$ cat src/rtl/port_arb.sv
// Round-robin write-side arbiter for one output port of the multi-port cache.
// Grants one requesting channel at a time and forwards its packet to the RAM writer.
module port_arb #(
    parameter int unsigned PORTNUM = 16,
    parameter int unsigned DWIDTH  = 32,
    parameter logic [3:0]  PORT_ID = 4'd0,
    parameter int unsigned TIMEOUT = 64
) (
    input  logic                                 i_clk,
    input  logic                                 i_rst,
    input  logic [PORTNUM-1:0]                   i_req,
    input  logic [PORTNUM*DWIDTH-1:0]            i_data,
    input  logic [PORTNUM-1:0]                   i_data_vld,
    input  logic [PORTNUM-1:0]                   i_eop,
    input  logic                                 i_ready,
    output logic [PORTNUM-1:0]                   o_resp,
    output logic [PORTNUM-1:0]                   o_nresp,
    output logic [DWIDTH-1:0]                    o_data,
    output logic                                 o_data_vld,
    output logic                                 o_eop,
    output logic [$clog2(PORTNUM)-1:0]           o_grant_id,
    output logic                                 o_busy
);

    localparam int unsigned    IDW     = $clog2(PORTNUM);
    localparam int unsigned    TW      = $clog2(TIMEOUT + 1);
    localparam logic [IDW-1:0] PTR_RST = IDW'(PORTNUM - 1);
    localparam logic [TW-1:0]  T_LAST  = TW'(TIMEOUT - 1);

    typedef enum logic {
        ST_IDLE,
        ST_BUSY
    } state_t;

    state_t               r_state;
    state_t               w_state_next;
    logic [IDW-1:0]       r_ptr;
    logic [IDW-1:0]       r_grant_id;
    logic [TW-1:0]        r_timer;
    logic [PORTNUM-1:0]   r_resp;
    logic [PORTNUM-1:0]   r_nresp;
    logic [DWIDTH-1:0]    r_data;
    logic                 r_data_vld;
    logic                 r_eop;

    logic [DWIDTH-1:0]    w_data_arr [PORTNUM];
    logic [IDW-1:0]       w_cand;
    logic [IDW-1:0]       w_arb_idx;
    logic                 w_arb_found;
    logic [PORTNUM-1:0]   w_resp_next;
    logic                 w_grant;
    logic                 w_done;
    logic                 w_win_vld;
    logic                 w_win_eop;
    logic                 w_win_req;

    always_comb begin
        for (int unsigned k = 0; k < PORTNUM; k++) begin
            w_data_arr[k] = i_data[k*DWIDTH +: DWIDTH];
        end
    end

    // Scan upward from ptr+1 with wrap; the last grantee ends up lowest priority.
    always_comb begin
        w_arb_found = 1'b0;
        w_arb_idx   = '0;
        w_cand      = '0;
        for (int unsigned i = 1; i <= PORTNUM; i++) begin
            w_cand = IDW'((32'(r_ptr) + i) % PORTNUM);
            if (!w_arb_found && i_req[w_cand]) begin
                w_arb_found = 1'b1;
                w_arb_idx   = w_cand;
            end
        end
    end

    assign w_win_vld = i_data_vld[r_grant_id];
    assign w_win_eop = i_eop[r_grant_id];
    assign w_win_req = i_req[r_grant_id];

    always_comb begin
        w_state_next = r_state;
        w_resp_next  = r_resp;
        w_grant      = 1'b0;
        w_done       = 1'b0;
        case (r_state)
            ST_IDLE: begin
                w_resp_next = '0;
                if (i_ready && w_arb_found) begin
                    w_grant      = 1'b1;
                    w_state_next = ST_BUSY;
                    w_resp_next  = PORTNUM'(1) << w_arb_idx;
                end
            end
            ST_BUSY: begin
                // A valid eop completes normally even if an abort condition coincides.
                if (w_win_vld && w_win_eop) begin
                    w_done = 1'b1;
                end else if (!w_win_req || (!w_win_vld && r_timer == T_LAST)) begin
                    w_done = 1'b1;
                end
                if (w_done) begin
                    w_state_next = ST_IDLE;
                    w_resp_next  = '0;
                end
            end
            default: begin
                w_state_next = ST_IDLE;
                w_resp_next  = '0;
            end
        endcase
    end

    always_ff @(posedge i_clk) begin
        if (i_rst) begin
            r_state    <= ST_IDLE;
            r_ptr      <= PTR_RST;
            r_grant_id <= '0;
            r_timer    <= '0;
            r_resp     <= '0;
            r_nresp    <= '0;
            r_data     <= '0;
            r_data_vld <= 1'b0;
            r_eop      <= 1'b0;
        end else begin
            r_state    <= w_state_next;
            r_resp     <= w_resp_next;
            r_nresp    <= i_req & ~w_resp_next;
            r_data_vld <= 1'b0;
            r_eop      <= 1'b0;
            if (w_grant) begin
                r_grant_id <= w_arb_idx;
                r_timer    <= '0;
            end
            if (r_state == ST_BUSY) begin
                r_data_vld <= w_win_vld;
                r_eop      <= w_win_vld && w_win_eop;
                if (w_win_vld) begin
                    r_data  <= w_data_arr[r_grant_id];
                    r_timer <= '0;
                end else if (r_timer != '1) begin
                    r_timer <= r_timer + 1'b1;
                end
                if (w_done) begin
                    r_ptr <= r_grant_id;
                end
            end
        end
    end

    always_ff @(posedge i_clk) begin
        if (!i_rst) begin
            assert ($onehot0(r_resp) && ((r_resp & r_nresp) == '0))
                else $error("port_arb %0d: resp not one-hot or overlaps nresp", PORT_ID);
        end
    end

    assign o_resp     = r_resp;
    assign o_nresp    = r_nresp;
    assign o_data     = r_data;
    assign o_data_vld = r_data_vld;
    assign o_eop      = r_eop;
    assign o_grant_id = r_grant_id;
    assign o_busy     = (r_state == ST_BUSY);

endmodule

$ cat config.mk
export PLATFORM = sky130hd
export DESIGN_NAME = port_arb
export DESIGN_NICKNAME = d
export VERILOG_FILES = /design/src/rtl/port_arb.sv
export SDC_FILE = /design/constraint.sdc
export NUM_CORES = 1
export LEC_CHECK = 0
export CAP_MARGIN = 30
export CORE_AREA = 2 2 245 247
export DETAILED_ROUTE_END_ITERATION = 8
export DIE_AREA = 0 0 247 249
export DONT_BUFFER_PORTS = 1
export HOLD_SLACK_MARGIN = 0.02
export SLEW_MARGIN = 15
export SYNTH_ARGS = -nofsm -noshare
export SYNTH_HDL_FRONTEND = slang
export SYNTH_SLANG_ARGS = --single-unit
$ cat constraint.sdc
create_clock -name i_clk -period 8.6 [get_ports i_clk]
set_clock_uncertainty 0.05 [all_clocks]
set_input_delay 2.15 -clock i_clk [delete_from_list [all_inputs] [get_ports i_clk]]
set_output_delay 2.15 -clock i_clk [all_outputs]
set_load 0.1 [all_outputs]
==> reports/metrics.yaml <==
outcome:
  outcome: "finished, final reports clean"
layout:
  mostFrequentLayoutCell: "mux4_2"
  areaGrowthSynthToFinish_pct: 21.25
  nets: 1427
  most-common-layout-cells: "mux4_2 (198), nand2_1 (114), dfxtp_1 (78)"
  finish.instance_area_um2: 11620
  drive_gt1_share_pct: 36.16
timing:
  layout_setup_ws_ns: 2.342
  hold_viol: 0
  holdWs_ns: 0.4063
  rsz0062_at_grt: "false"
  slew_headroom_pct: 30.57
  period_share_pct: 72.77
  worst_slew_pin_slew_ns: 1.040
  final.setup.tns_ns: 0
  slew_violations: 0
  max_freq_mhz: 159.8
  finalSetupViolCount: 0
  fin_crit_ns: 6.258
drt:
  via_count: 9112
  drt-initial-drc-count: 859
  drc: 0
  wl_per_cell_um: 40.21
  routed_wl_mm: 66.67
  drtAntennaViolNets: 0
  drt_first_pass_iters: 6
  detail_route.vias_per_cell: 5.496
synthesis:
  synthAdderAreaFrac_pct: 1.175
  synthArstFlopShare_pct: 0
  syn_area_per_cell_um2: 11.08
  synth_area_um2: 9585
  synth_top_family_by_area: "multiplexers"
  synth_compound_area_share_pct: 11.46
  synthSimpleGateAreaFrac_pct: 13.67
  ys_ff_latch: 82
  synthMuxAreaShare_pct: 51.46
  synth_ff_type: "dfxtp_1"
  syn_inst: 865
  synth_cell_types: 73
  synth-edff-count: 0
  ys_seq_area_share_pct: 17.13
  synthXorXnorAreaFrac_pct: 0.9137
  synth_warnings: 0
  synth_nets: 1437
pwr:
  switching_share_pct: 55.22
  p_per_area_nw_per_um2: 363.8
  p_int_uw: 1893
  leakagePower_uw: 0.003527
  totalPowerFinal_uw: 4228
  peakVddDrop_uv: 220.4
  p_switching_uw: 2335
  clock_power_share_pct: 9.0
  p_seq_share_pct: 18.1
  p_comb_share_pct: 73.0
clock_network:
  cts_resized: 0
  hold_buffers: 0
  cts_buffers: 9
  postCtsSetupRepairBufs: 0
  clk_pin_slew_ns: 0.07
  cts_root_buffer: "clkbuf_16"
  clk-insertion-delay-late_ns: 0.36
  cts_tree: "yes"
  cts_max_level: 3
  cts_buffer_depth: 2
  clkSinkCount: 82
floorplanning:
  die-area_um2: 61500
  die-width_um: 247
  core_area_um2: 58690
  start_util_pct: 16.33
  fp.dieH_um: 249
  floorplan.io_pins: 634
  rows: 89
placed_design:
  routabilityCongestion: 1.096
  hpwl_mm: 56.97
  placed_area_um2: 11130
  place_ws_ns: 2.273
  portBuffers: 0
critical_path:
  crit_type: "flop to flop"
  critPathRequiredTime_ns: 8.72
  worstPathArrival_ns: 6.37
  worst-path-max-fanout: 35
  endpoint_kind: "flop"
  critPathLaunchType: "flop"
hold_path:
  hold_class: "flop to flop"
global_route:
  grt_overflow: 0
  grt_pass1_wl_mm: 86.42
  antenna_found_initial: 70
  grt_max_degree: 110
  grt_pass1_vias: 9013
  grtUsageTotal_pct: 21.01
job:
  drv_cap: 0
## cell families after synthesis
group           Yosys count
simple gates            262
mux                     243
compound gates          164
buf+inv                  95
flops                    82
xor+xnor                 10
fa+ha+maj                 9
## routing by layer
layer  vias up  global-route usage, %  part of all wire (%)
li1       3571                      -                     -
met1      4584                  24.62                    36
met2       751                  35.02                    48
met3       158                  8.802                    13
met4        48                  5.628                   2.8
met5         -                      0                  0.50
## power groups by stage
stage               logic [uW]  registers (uW)  clock network [uW]
detailed placement        3040             792                   0
floorplan                 1940             949                   0
finish                    3090             764                 379
CTS                       3050             784                 395
global placement          2730             945                   0
global route              3270             775                 408
## worst max-delay path, cell delays in order, from the launching register on
cell and delay [ns]:
dfxtp_1 0.31, buf_4 0.40, inv_2 0.22, ha_1 0.94, mux2_2 0.44, mux4_2 0.54
mux2i_1 0.65, nand4b_4 0.21, or3_1 0.53, or3_1 0.42, a221o_1 0.33, o22ai_2 0.50
nor3b_4 0.38, a221oi_1 0.14
## stage by stage
stage / utilization (%) / std cells
6_report: 19.80 / 1658
5_1_grt: 19.74 / 1642
4_1_cts: 19.44 / 1624
3_5_place_dp: 18.96 / 1608
3_3_place_gp: 17.69 / 1576
2_1_floorplan: - / 865
## cell type report
type                            count  area, um2
Timing Repair Buffer               62       1070
Inverter                           12      45.04
Antenna cell                       25      62.56
Sequential cell                    82       1657
Clock buffer                       10      229.0
Clock inverter                      6      47.55
Multi-Input combinational cell    688       7545
Tap cell                          773      967.2
Fill cell                        6384      47060
## synth_stat cells, types with 3 or more instances
library cell	instances	area (um2)
mux4_2	198	4459
nand2_1	115	431.7
dfxtp_1	82	1642
a21oi_1	66	330.3
clkbuf_1	52	195.2
nor2_1	43	161.4
mux2i_1	27	270.3
o21ai_0	25	125.1
nor3_1	22	110.1
buf_1	19	71.32
mux2_2	18	202.7
nand3_1	13	65.06
inv_1	11	41.29
ha_1	9	112.6
a221oi_1	8	70.07
and2_1	8	50.05
a32o_1	7	70.07
and3_1	7	43.79
buf_2	7	35.03
a211oi_1	6	45.04
xnor2_1	6	52.55
and4_1	5	43.79
buf_6	5	56.30
nor2b_1	5	31.28
nor4_1	5	31.28
o211ai_1	5	37.54
or3_1	5	31.28
a221oi_2	4	60.06
a31oi_1	4	25.02
nand2b_1	4	25.02
nor3b_1	4	30.03
o22ai_1	4	25.02
xor2_1	4	35.03
nand4_1	3	18.77
nand4b_1	3	26.28
nor4b_1	3	26.28
o211a_1	3	30.03
or2_2	3	18.77
## sequential cells by signal, summed over array words and instances, names as in the netlist, 4 cells and up
name and count:
o_data 32, o_grant_id 4, o_nresp 16, o_resp 16, r_ptr 4, r_timer 7
## worst paths after layout
kind              from         end  slack (ns)  cells past startpoint
min          o_data[8]   o_data[8]        0.41                      2
min reg2reg  o_data[8]   o_data[8]        0.41                      2
max reg2reg   r_ptr[0]  o_nresp[2]        2.34                     13
max           r_ptr[0]  o_nresp[2]        2.34                     13
(Power assumes the default switching activity.)
